==> config.mk <==
export PLATFORM = sky130hd
export DESIGN_NAME = iobus_uart_tx
export DESIGN_NICKNAME = d
export VERILOG_FILES = /design/src/rtl/iobus_uart_pkg.sv /design/src/rtl/iobus_sync_fifo.sv /design/src/rtl/iobus_uart_tx.sv
export SDC_FILE = /design/constraint.sdc
export NUM_CORES = 1
export LEC_CHECK = 0
export ABC_CLOCK_PERIOD_IN_PS = 3330
export BUFFER_PORTS_ARGS = -buffer_cell sky130_fd_sc_hd__buf_4
export CORE_ASPECT_RATIO = 1.1
export CORE_MARGIN = 4
export CORE_UTILIZATION = 47
export DETAILED_ROUTE_END_ITERATION = 10
export GPL_TIMING_DRIVEN = 0
export HOLD_SLACK_MARGIN = 0.15
export PLACE_DENSITY = 0.71
export SKIP_CTS_REPAIR_TIMING = 1
export SYNTH_ARGS = -nofsm -noshare
export SYNTH_HDL_FRONTEND = slang
export SYNTH_SLANG_ARGS = --single-unit
==> constraint.sdc <==
create_clock -name CLK -period 3.33 [get_ports CLK]
set_clock_uncertainty 0.15 [all_clocks]
set_input_delay 0.1665 -clock CLK [delete_from_list [all_inputs] [get_ports CLK]]
set_output_delay 0.1665 -clock CLK [all_outputs]
set_load 0.02 [all_outputs]
==> src/rtl/iobus_uart_pkg.sv <==
// Register offsets, STATUS bit positions and TX state encoding shared by the IOBUS UART transmitter.
package iobus_uart_pkg;

    localparam logic [31:0] TXDATA_OFS = 32'h0000_0000;
    localparam logic [31:0] STATUS_OFS = 32'h0000_0004;
    localparam logic [31:0] CTRL_OFS   = 32'h0000_0008;

    localparam int STAT_FULL  = 0;
    localparam int STAT_EMPTY = 1;
    localparam int STAT_BUSY  = 2;
    localparam int STAT_OVF   = 3;
    localparam int STAT_INTR  = 4;
    localparam int STAT_COUNT = 8;

    typedef enum logic [1:0] {
        IDLE,
        START,
        DATA,
        STOP
    } uart_tx_state_t;

endpackage

==> src/rtl/iobus_sync_fifo.sv <==
// Single-clock FIFO with first-word-fall-through read; a push while full succeeds only alongside a pop.
module iobus_sync_fifo #(
    parameter int WIDTH = 8,
    parameter int DEPTH = 8
) (
    input  logic                     CLK,
    input  logic                     RESET,
    input  logic                     push,
    input  logic [WIDTH-1:0]         pushData,
    input  logic                     pop,
    output logic [WIDTH-1:0]         popData,
    output logic                     full,
    output logic                     empty,
    output logic [$clog2(DEPTH):0]   count
);
    localparam int AW = $clog2(DEPTH);

    logic [WIDTH-1:0] memArray [DEPTH];
    logic [AW-1:0]    wrPtrReg;
    logic [AW-1:0]    rdPtrReg;
    logic [AW:0]      countReg;
    logic             doPush;
    logic             doPop;

    assign empty   = (countReg == '0);
    assign full    = (countReg == (AW+1)'(DEPTH));
    assign count   = countReg;
    assign popData = memArray[rdPtrReg];
    assign doPop   = pop && !empty;
    assign doPush  = push && (!full || doPop);

    // Storage carries no reset; only the pointers and count define validity.
    always_ff @(posedge CLK) begin
        if (doPush) begin
            memArray[wrPtrReg] <= pushData;
        end
    end

    always_ff @(posedge CLK) begin
        if (RESET) begin
            wrPtrReg <= '0;
            rdPtrReg <= '0;
            countReg <= '0;
        end else begin
            if (doPush) begin
                wrPtrReg <= wrPtrReg + 1'b1;
            end
            if (doPop) begin
                rdPtrReg <= rdPtrReg + 1'b1;
            end
            case ({doPush, doPop})
                2'b10:   countReg <= countReg + 1'b1;
                2'b01:   countReg <= countReg - 1'b1;
                default: countReg <= countReg;
            endcase
        end
    end

endmodule

==> src/rtl/iobus_uart_tx.sv <==
// IOBUS-mapped 8N1 UART transmitter with TX FIFO and STATUS register.
// Define IOBUS_UART_INTR_EN to add the CTRL interrupt enable and the TX_INTR output.
module iobus_uart_tx #(
    parameter logic [31:0] BASE_ADDR    = 32'h1100_0000,
    parameter int          CLKS_PER_BIT = 868,
    parameter int          FIFO_DEPTH   = 8
) (
    input  logic        CLK,
    input  logic        RESET,
    input  logic [31:0] IOBUS_ADDR,
    input  logic [31:0] IOBUS_OUT,
    input  logic        IOBUS_WR,
    output logic [31:0] IOBUS_IN,
    output logic        TX
`ifdef IOBUS_UART_INTR_EN
    ,
    output logic        TX_INTR
`endif
);
    import iobus_uart_pkg::*;

    localparam int CW = $clog2(CLKS_PER_BIT);
    localparam int NW = $clog2(FIFO_DEPTH) + 1;
    localparam logic [CW-1:0] BAUD_LAST = CW'(CLKS_PER_BIT - 1);

    uart_tx_state_t stateReg;
    logic [CW-1:0]  baudCntReg;
    logic [2:0]     bitIdxReg;
    logic [7:0]     shiftReg;
    logic           txReg;
    logic           ovfReg;

    logic           selTxData;
    logic           selStatus;
    logic           selCtrl;
    logic           pushReq;
    logic           baudLast;
    logic           fifoPop;
    logic           fifoFull;
    logic           fifoEmpty;
    logic [7:0]     fifoData;
    logic [NW-1:0]  fifoCount;
    logic           intrBit;
    logic [31:0]    ctrlRead;
    logic [31:0]    statusWord;
    logic [31:0]    readData;
    logic           unusedBits;

    assign selTxData  = (IOBUS_ADDR == BASE_ADDR + TXDATA_OFS);
    assign selStatus  = (IOBUS_ADDR == BASE_ADDR + STATUS_OFS);
    assign selCtrl    = (IOBUS_ADDR == BASE_ADDR + CTRL_OFS);
    assign pushReq    = IOBUS_WR && selTxData;
    assign baudLast   = (baudCntReg == BAUD_LAST);
    assign unusedBits = ^IOBUS_OUT[31:8];

    // Pop on leaving IDLE or at the last cycle of a stop bit, so frames chain with no gap.
    assign fifoPop = !fifoEmpty && ((stateReg == IDLE) || (stateReg == STOP && baudLast));

    iobus_sync_fifo #(
        .WIDTH (8),
        .DEPTH (FIFO_DEPTH)
    ) txFifo (
        .CLK      (CLK),
        .RESET    (RESET),
        .push     (pushReq),
        .pushData (IOBUS_OUT[7:0]),
        .pop      (fifoPop),
        .popData  (fifoData),
        .full     (fifoFull),
        .empty    (fifoEmpty),
        .count    (fifoCount)
    );

    always_ff @(posedge CLK) begin
        if (RESET) begin
            stateReg   <= IDLE;
            baudCntReg <= '0;
            bitIdxReg  <= '0;
            shiftReg   <= '0;
            txReg      <= 1'b1;
        end else begin
            case (stateReg)
                IDLE: begin
                    txReg      <= 1'b1;
                    baudCntReg <= '0;
                    if (fifoPop) begin
                        shiftReg <= fifoData;
                        txReg    <= 1'b0;
                        stateReg <= START;
                    end
                end
                START: begin
                    if (baudLast) begin
                        baudCntReg <= '0;
                        bitIdxReg  <= '0;
                        txReg      <= shiftReg[0];
                        stateReg   <= DATA;
                    end else begin
                        baudCntReg <= baudCntReg + 1'b1;
                    end
                end
                DATA: begin
                    if (baudLast) begin
                        baudCntReg <= '0;
                        if (bitIdxReg == 3'd7) begin
                            txReg    <= 1'b1;
                            stateReg <= STOP;
                        end else begin
                            bitIdxReg <= bitIdxReg + 1'b1;
                            shiftReg  <= {1'b0, shiftReg[7:1]};
                            txReg     <= shiftReg[1];
                        end
                    end else begin
                        baudCntReg <= baudCntReg + 1'b1;
                    end
                end
                STOP: begin
                    if (baudLast) begin
                        baudCntReg <= '0;
                        if (fifoPop) begin
                            shiftReg <= fifoData;
                            txReg    <= 1'b0;
                            stateReg <= START;
                        end else begin
                            stateReg <= IDLE;
                        end
                    end else begin
                        baudCntReg <= baudCntReg + 1'b1;
                    end
                end
                default: begin
                    txReg    <= 1'b1;
                    stateReg <= IDLE;
                end
            endcase
        end
    end

    // A dropped push and a clear cannot coincide: they target different addresses.
    always_ff @(posedge CLK) begin
        if (RESET) begin
            ovfReg <= 1'b0;
        end else if (IOBUS_WR && selStatus) begin
            ovfReg <= 1'b0;
        end else if (pushReq && fifoFull && !fifoPop) begin
            ovfReg <= 1'b1;
        end
    end

`ifdef IOBUS_UART_INTR_EN
    logic ctrlEnReg;
    logic txIntrReg;

    always_ff @(posedge CLK) begin
        if (RESET) begin
            ctrlEnReg <= 1'b0;
            txIntrReg <= 1'b0;
        end else begin
            if (IOBUS_WR && selCtrl) begin
                ctrlEnReg <= IOBUS_OUT[0];
            end
            txIntrReg <= ctrlEnReg && fifoEmpty && (stateReg == IDLE);
        end
    end

    assign TX_INTR  = txIntrReg;
    assign intrBit  = txIntrReg;
    assign ctrlRead = {31'b0, ctrlEnReg};
`else
    assign intrBit  = 1'b0;
    assign ctrlRead = 32'b0;
`endif

    always_comb begin
        statusWord                   = '0;
        statusWord[STAT_FULL]        = fifoFull;
        statusWord[STAT_EMPTY]       = fifoEmpty;
        statusWord[STAT_BUSY]        = (stateReg != IDLE);
        statusWord[STAT_OVF]         = ovfReg;
        statusWord[STAT_INTR]        = intrBit;
        statusWord[STAT_COUNT +: NW] = fifoCount;
    end

    always_comb begin
        readData = '0;
        if (selStatus) begin
            readData = statusWord;
        end else if (selCtrl) begin
            readData = ctrlRead;
        end
    end

    assign IOBUS_IN = readData;
    assign TX       = txReg;

endmodule

==> flow_metrics.tcl, run 1 <==
set metrics [dict create \
    status "finished clean" \
    pre_cts_slack_ns -0.402 \
    max_freq_ghz 0.319 \
    grt-ovfl-total 0 \
    insertion_delay_ns 0.37 \
    cp.required_ns 3.18 \
    async_flop_share_pct 0 \
    ys_types 48 \
    reg2reg_to "txFifo.memArray[6][3]" \
    synth.area.top_cells "edfxtp_1, dfxtp_1, mux4_2, mux2i_1, buf_4" \
    io_buffers 50 \
    seq_area_frac_synth_pct 58.3 \
    top_layer "met4" \
    end_kind "flop" \
    synth_top_area_share_pct 41.8 \
    rsz0062_at_grt "true" \
    vias 2945 \
    yosysWarnings 0 \
    startpoint_type "flop" \
    drive_above_1_share_pct 26.4 \
    clock_path_buffers 2 \
    critical_path_class "flop to flop" \
    slew_violations 0 \
    n_antenna_cell 0 \
    post-route-min-period_ns 3.13 \
    wl_per_cell_um 15.2 \
    setup_ws_ns 0.197 \
    synth_top_area_cell "edfxtp_1" \
    cts_root_buffer "clkbuf_8" \
    start_util_pct 48.7 \
    r2r_cells 7 \
    dp_hpwl_um 6170 \
    path_clk_slew_ns 0.11 \
    cts.htree.levels 3 \
    crit_arrival_ns 2.98 \
    drt_iter0_drc 138 \
    postPlaceCellArea_sq_um 5210 \
    totalWireLength_um 8740 \
    io_pins 100 \
    num-fill-cells 776 \
    grt_pass1_wl_um 14100 \
    rows 37 \
    synth_area_sq_um 4600 \
    track_usage_pct 15.7 \
    hold_class "input port to flop" \
    ys_ff_latch 102 \
    cts_buffers 9 \
    fp.dieArea_sq_um 11400 \
    total_power_mw 3.27 \
    holdWs_ns 0.177 \
    ys_dominant_reg_cell "edfxtp_1" \
    p_per_area_nw_per_um2 586 \
    cts_tree "yes" \
    synth.most_common_cell "edfxtp_1" \
    remaining_drc_errors 0 \
    timing.slew.headroom_pct 46.0 \
    cap_viol_max_count 0 \
    worstReg2RegStart "baudCntReg[0]" \
    synth_edf_count 64 \
    endpoint "txFifo.memArray[6][3]" \
    syn_to_final_growth_pct 21.1 \
    drt-met1-wl_um 3650 \
    period_share_pct 94.1 \
    grt_max_degree 22 \
    dieWidth_um 102 \
    drtPass1Iterations 4 \
    final_hold_viol_count 0 \
    antenna_found_initial 0 \
    avgViaCountPerCell 5.11 \
    syn_area_per_cell_sq_um 12.9 \
    final_area_sq_um 5570 \
    wl_met2_um 4370 \
    dr_wl_met3_um 621 \
    core-area_sq_um 9440 \
    die_h_um 112 \
    leakage_nw 2.11 \
    worst_slew_pin_slew_ns 0.805 \
    numClockSinks 102 \
    worstSetupStartpoint "baudCntReg[0]" \
    vdd_drop_max_uv 362 \
    grt_pass1_vias 2912 \
    ant_nets 0 \
    gp_congestion 0.793 \
    finalSetupViolCount 0 \
    fin_nets 534 \
    synthTopCellsByCount "edfxtp_1, nor2_1, dfxtp_1" \
    netlist_instances 358 \
    reg2reg_setup_slack_ns 0.20 \
    critical_path_peak_fanout 8 \
]
[registers in the layout, summed over array words and instances, names as in the netlist, 2 cells and up, named ones only]
name             count
baudCntReg          10
txFifo.count         4
txFifo.rdPtrReg      3
stateReg             2
shiftReg             8
txFifo.wrPtrReg      3
bitIdxReg            3
txFifo.memArray     64
[where the power goes]
part,switching [mW],total (mW),internal (mW),leakage (nW)
combinational,0.519,0.980,0.461,1.12
clock,0.482,0.786,0.304,0.104
sequential,0.0655,1.50,1.43,0.884
total,1.07,3.27,2.20,2.11
[worst min-delay path by stage]
stage,from,to,slack [ns],depth (start not counted)
5_1_grt,IOBUS_ADDR[23],txFifo.wrPtrReg[1],0.20,6
3_5_place_dp,IOBUS_WR,ovfReg,0.22,2
4_1_cts,IOBUS_WR,ovfReg,-0.17,2
3_3_place_gp,IOBUS_WR,ovfReg,0.21,2
2_1_floorplan,IOBUS_WR,ovfReg,0.11,1
6_report,IOBUS_ADDR[23],txFifo.wrPtrReg[1],0.18,6
[worst max-delay path, cell delays in order, from the launching register on]
cell and delay, ns:
dfxtp_1 0.39, ha_1 0.22, nor3b_2 0.30, a41oi_1 0.27, nand3_1 0.30, nand2_1 0.13, or2_2 0.38, nor2_1 0.63
[cell type report]
class | instances | area [sq um] | share of cell area [%]
sequential | 102 | 2680 | 48.1
inverter | 10 | 37.5 | 0.674
multi-input combinational | 234 | 1780 | 32.0
buffer | 35 | 224 | 4.02
clock buffer | 9 | 124 | 2.22
clock inverter | 7 | 81.3 | 1.46
tap | 117 | 146 | 2.63
timing repair buffer | 62 | 495 | 8.89
[kinds of logic (layout without fill, tap and decap cells)]
kind of cell | after synthesis | count (layout) | synth area share, %
adder cells (fa/ha/maj) | 13 | 13 | 3.70
multiplexers | 39 | 39 | 12.9
XOR/XNOR | 13 | 13 | 2.47
other | 1 | 24 | 0.0815
AO/OA/AOI/OAI | 32 | 32 | 4.32
flip-flops | 102 | 102 | 58.3
AND/OR/NAND/NOR | 113 | 113 | 12.5
buffers and inverters | 45 | 123 | 5.68
[placed cells by master, fill, tap and decap left out, drive strengths merged, types with 6 or more instances in the layout]
cell         netlist  layout
buf               27      77
edfxtp            64      64
nor2              41      41
dfxtp             38      38
conb               1      24
nand2             20      20
mux2i             20      20
clkbuf             8      17
mux4              16      16
inv               10      14
ha                12      12
dlygate4sd3        0      12
o21ai             12      12
a21oi             11      11
nand3              9       9
and3               9       9
nor4               8       8
xnor2              7       7
xor2               6       6
[per-stage QoR]
step / util (%) / setup TNS (ns) / std cells
6_report: 59.0 / 0 / 576
5_1_grt: 59.0 / -0.415 / 576
4_1_cts: 57.3 / -4.40 / 564
3_5_place_dp: 55.2 / -3.96 / 548
3_3_place_gp: 55.2 / -2.91 / 548
2_1_floorplan: - / 0 / 381
[per-layer routing]
metal / vias to the layer above / GRT usage [%]
met3: 9 / 3.20
met4: 0 / 4.81
met5: - / 0
met2: 87 / 27.3
li1: 1453 / -
met1: 1396 / 19.5
No activity file was read; power rests on OpenSTA's default activity.
==> inputs of run 2 (changes only) <==
ABC_CLOCK_PERIOD_IN_PS = 2800   (was 3330)
PLACE_DENSITY = 0.73   (was 0.71)
clock period = 2.8 ns   (was 3.33 ns; I/O delays follow)
==> run 2 against run 1 <==
Against the previous run: register-to-register slack got worse by 0.11 ns; wire length rose by 0.29%; fmax rose by 15%; cell count rose by 0.52%; largest cell class unchanged; non-clock buffer count rose by 3; highest routed layer unchanged; critical path depth rose by 4; first-iteration DRC count rose by 11%; worst setup slack got worse by 0.11 ns; global-route usage fell by 0.44 points; sequential power rose by 19%; sequential share of layout area fell by 0.96 points; hold slack got worse by 0.058 ns.
==> flow_metrics.tcl, run 2 (synthesis gave the netlist of run 1 again) <==
set metrics [dict create \
    pre_cts_slack_ns -0.742 \
    slowest_stage "dfxtp_2" \
    top_regs "txFifo.memArray x64, baudCntReg x10, shiftReg x8" \
    track_usage_pct 15.3 \
    insertion_delay_ns 0.36 \
    n_antenna_cell 0 \
    seqPwrFrac_pct 45.2 \
    grt_pass1_wl_um 13600 \
    cts_tree "yes" \
    rsz0062_at_grt "true" \
    status "finished clean" \
    slew_violations 0 \
    drive_above_1_share_pct 29.7 \
    start_util_pct 48.7 \
    combPwrFrac_pct 31.5 \
    dp_hpwl_um 6190 \
    crit_arrival_ns 2.82 \
    gp_congestion 0.815 \
    clock_path_buffers 2 \
    cts_buffers 9 \
    final_hold_viol_count 0 \
    cap_viol_max_count 0 \
    grt-ovfl-total 0 \
    grt_pass1_vias 2880 \
    final_common_cell "buf_4" \
    die_h_um 112 \
    drtPass1Iterations 4 \
    total_power_mw 3.97 \
    switching_share_pct 32.7 \
    cts.htree.levels 3 \
    largest_reg_flops 64 \
    antenna_found_initial 0 \
    io_pins 100 \
    numClockSinks 102 \
    fin_nets 537 \
    rows 37 \
    clockPowerShare_pct 23.3 \
    syn_to_final_growth_pct 23.7 \
    fp.dieArea_sq_um 11400 \
    wl_per_cell_um 15.1 \
    setup_tns_ns 0 \
    end_kind "flop" \
    avgViaCountPerCell 5.14 \
    vias 2978 \
    ant_nets 0 \
    holdWs_ns 0.119 \
    critical_path_peak_fanout 4 \
    setup_ws_ns 0.0873 \
    timing.slew.headroom_pct 51.7 \
    totalWireLength_um 8770 \
    post-route-min-period_ns 2.71 \
    path_clk_slew_ns 0.10 \
    dieWidth_um 102 \
    vdd_drop_max_uv 378 \
    critical_path_class "flop to flop" \
    top_register "txFifo.memArray" \
    p_per_area_nw_per_um2 697 \
    cp_cell_sequence "ha_4 -> nor3b_4 -> a41oi_4 -> nor2_4 -> nand2b_4 -> inv_1 -> ha_1 -> a21o_1 -> a21oi_2 -> mux2i_1 -> mux2_2" \
    cp.required_ns 2.91 \
    power_switching_mw 1.30 \
    finalSetupViolCount 0 \
    io_buffers 50 \
    grt_max_degree 22 \
    cp.buffers_inverters 1 \
    cp_top_family "multiplexers" \
    worst_slew_pin_slew_ns 0.724 \
    cts_root_buffer "clkbuf_8" \
    remaining_drc_errors 0 \
    startpoint_type "flop" \
    drt_iter0_drc 153 \
    max_freq_ghz 0.369 \
    core-area_sq_um 9440 \
    cell_internal_pwr_mw 2.67 \
    hold_class "input port to flop" \
    reg2reg_setup_slack_ns 0.09 \
    period_share_pct 96.9 \
    critPathMaxStageDelay_ns 0.38 \
    leakage_nw 2.12 \
    mostFrequentLayoutCells "buf_4, edfxtp_1, dfxtp_1" \
]
## run 2: through the flow
stage          area (sq um)  std cells  utilization (%)
5_1_grt                5690        579             60.3
6_report               5690        579             60.3
4_1_cts                5420        564             57.4
3_3_place_gp           5220        548             55.2
2_1_floorplan          4690        381                -
3_5_place_dp           5220        548             55.2
## run 2: layer usage
layer	part of all wire (%)	routed length [um]	global-route usage, %	up-vias
li1	-	-	-	1462
met1	40	3470	17.8	1393
met2	50	4420	27.4	115
met3	8.9	780	3.32	8
met4	1.1	99	4.99	0
met5	0	0	0	-
## run 2: path summary, 6_finish.rpt
| check | start | endpoint | cells past startpoint |
|---|---|---|---|
| hold / removal | IOBUS_ADDR[2] | txFifo.wrPtrReg[2] | 5 |
| setup reg to reg | baudCntReg[0] | txFifo.count[3] | 11 |
| hold reg to reg | bitIdxReg[2] | bitIdxReg[2] | 2 |
| setup / recovery | baudCntReg[0] | txFifo.count[3] | 11 |
## run 2: layout make-up
class,count,area (sq um)
fill,750,3750
sequential,102,2690
multi-input combinational,234,1880
timing repair buffer,65,515
buffer,35,224
tap,117,146
clock buffer,9,124
clock inverter,7,81.3
inverter,10,37.5
## run 2: worst register-to-register path: stages, from the launching register on
cell and delay (ns):
dfxtp_2 0.38, ha_4 0.16, nor3b_4 0.27, a41oi_4 0.20
nor2_4 0.19, nand2b_4 0.08, inv_1 0.07, ha_1 0.23
a21o_1 0.19, a21oi_2 0.14, mux2i_1 0.21, mux2_2 0.35
## run 2: power by group through the flow
| stage | logic [mW] | registers [mW] | clock network, mW |
|---|---|---|---|
| floorplan | 0.894 | 1.80 | 0 |
| global placement | 1.11 | 1.81 | 0 |
| detailed placement | 1.14 | 1.81 | 0 |
| CTS | 1.14 | 1.78 | 0.949 |
| global route | 1.39 | 1.81 | 1.01 |
| finish | 1.25 | 1.79 | 0.922 |
==> inputs of run 3 (changes only) <==
REMOVE_ABC_BUFFERS = 1   (was default)
TNS_END_PERCENT = 30   (was default)
==> run 3 against run 2 <==
Against the previous run: the run now ends with negative setup slack left; hold slack gained 0.028 ns; cell count shrank 5.2%; register-to-register slack lost 0.11 ns; critical path type unchanged; critical endpoint unchanged.
==> flow_metrics.tcl, run 3 (synthesis gave the netlist of run 1 again) <==
set metrics [dict create \
    cts_buffers 9 \
    n_antenna_cell 0 \
    failed_checks "negative setup slack" \
    clock_path_buffers 2 \
    drt-met1-wl_um 3490 \
    mostFrequentLayoutCells "edfxtp_1, buf_4, dfxtp_1" \
    syn_to_final_growth_pct 19.9 \
    dp_cells 514 \
    final_hold_viol_count 0 \
    rsz0062_at_grt "true" \
    fin_nets 507 \
    core-area_sq_um 9440 \
    startpoint_type "flop" \
    vdd_drop_max_uv 414 \
    rows 37 \
    top_register "txFifo.memArray" \
    cp_cell_sequence "nor4_2 -> nor2_4 -> nand2b_1 -> inv_1 -> ha_1 -> a21o_1 -> a21oi_2 -> mux2i_1 -> mux2_2" \
    hold_class "input port to flop" \
    crit_arrival_ns 2.94 \
    slew_violations 0 \
    worst_slew_pin_slew_ns 1.05 \
    finalSetupViolCount 1 \
    fp.dieArea_sq_um 11400 \
    grt-ovfl-total 0 \
    reg2reg_setup_slack_ns -0.02 \
    total_power_mw 3.90 \
    path_clk_slew_ns 0.11 \
    grt_pass1_wl_um 13100 \
    period_share_pct 101 \
    cap_viol_max_count 0 \
    io_buffers 51 \
    critical_path_class "flop to flop" \
    dr_wl_met3_um 755 \
    grt_pass1_vias 2719 \
    cp.required_ns 2.92 \
    post-route-min-period_ns 2.82 \
    io_pins 100 \
    track_usage_pct 14.9 \
    final_area_sq_um 5520 \
    insertion_delay_ns 0.38 \
    totalWireLength_um 8540 \
    final_cells 549 \
    setup_ws_ns -0.0209 \
    wl_per_cell_um 15.6 \
    start_util_pct 48.7 \
    drt_iter0_drc 95 \
    drtPass1Iterations 4 \
    grt_max_degree 29 \
    pre_cts_slack_ns -0.917 \
    status "finished with violations" \
    dp_hpwl_um 5610 \
    cts.htree.levels 3 \
    cts_root_buffer "clkbuf_8" \
    holdWs_ns 0.147 \
    largest_reg_flops 64 \
    end_kind "flop" \
    critPathMaxStageDelay_ns 0.70 \
    slowest_stage "nor4_2" \
    dieWidth_um 102 \
    p_per_area_nw_per_um2 707 \
    antenna_found_initial 0 \
    final_common_cell "edfxtp_1" \
    top_layer "met4" \
    vias 2877 \
    leakage_nw 1.99 \
    postPlaceCellArea_sq_um 4990 \
    drive_above_1_share_pct 26.2 \
    avgViaCountPerCell 5.24 \
    fin_util_pct 58.4 \
    setup_tns_ns -0.0209 \
    num-fill-cells 743 \
    remaining_drc_errors 0 \
    timing.slew.headroom_pct 30.2 \
    top_regs "txFifo.memArray x64, baudCntReg x10, shiftReg x8" \
    ant_nets 0 \
    wl_met2_um 4200 \
    max_freq_ghz 0.355 \
    cts_tree "yes" \
    gp_congestion 0.777 \
    die_h_um 112 \
    critical_path_peak_fanout 6 \
    numClockSinks 102 \
]
-- run 3: where the power goes --
group | internal, mW | switching [mW] | total (mW) | leakage [nW]
Sequential | 1.71 | 0.144 | 1.85 | 0.885
Clock | 0.367 | 0.579 | 0.946 | 0.106
Combinational | 0.554 | 0.548 | 1.10 | 0.996
-- run 3: path summary, 6_finish.rpt --
path | startpoint | end | cells after the start
worst max-delay path | txFifo.count[1] | txFifo.count[3] | 9
worst min-delay path | IOBUS_ADDR[2] | txFifo.wrPtrReg[0] | 5
worst max register to register | txFifo.count[1] | txFifo.count[3] | 9
worst min register to register | baudCntReg[0] | baudCntReg[0] | 1
-- run 3: layout make-up --
type	count	area (sq um)	area share (%)
sequential	102	2690	48.7
multi-input combinational	234	1850	33.5
timing repair buffer	70	583	10.6
tap	117	146	2.65
clock buffer	9	124	2.25
clock inverter	7	91.3	1.66
inverter	10	37.5	0.680
-- run 3: worst max-delay path: cells and delay by family (launching register included) --
family,cells,cell delay [ns]
simple gates,3,0.93
mux,2,0.55
flops,1,0.38
compound gates,2,0.35
fa+ha+maj,1,0.27
buf+inv,1,0.09
-- run 3: metal layers --
layer / GRT usage, % / vias to the layer above
li1: - / 1401
met5: 0 / -
met1: 18.8 / 1365
met3: 4.20 / 8
met4: 4.37 / 0
met2: 24.8 / 103
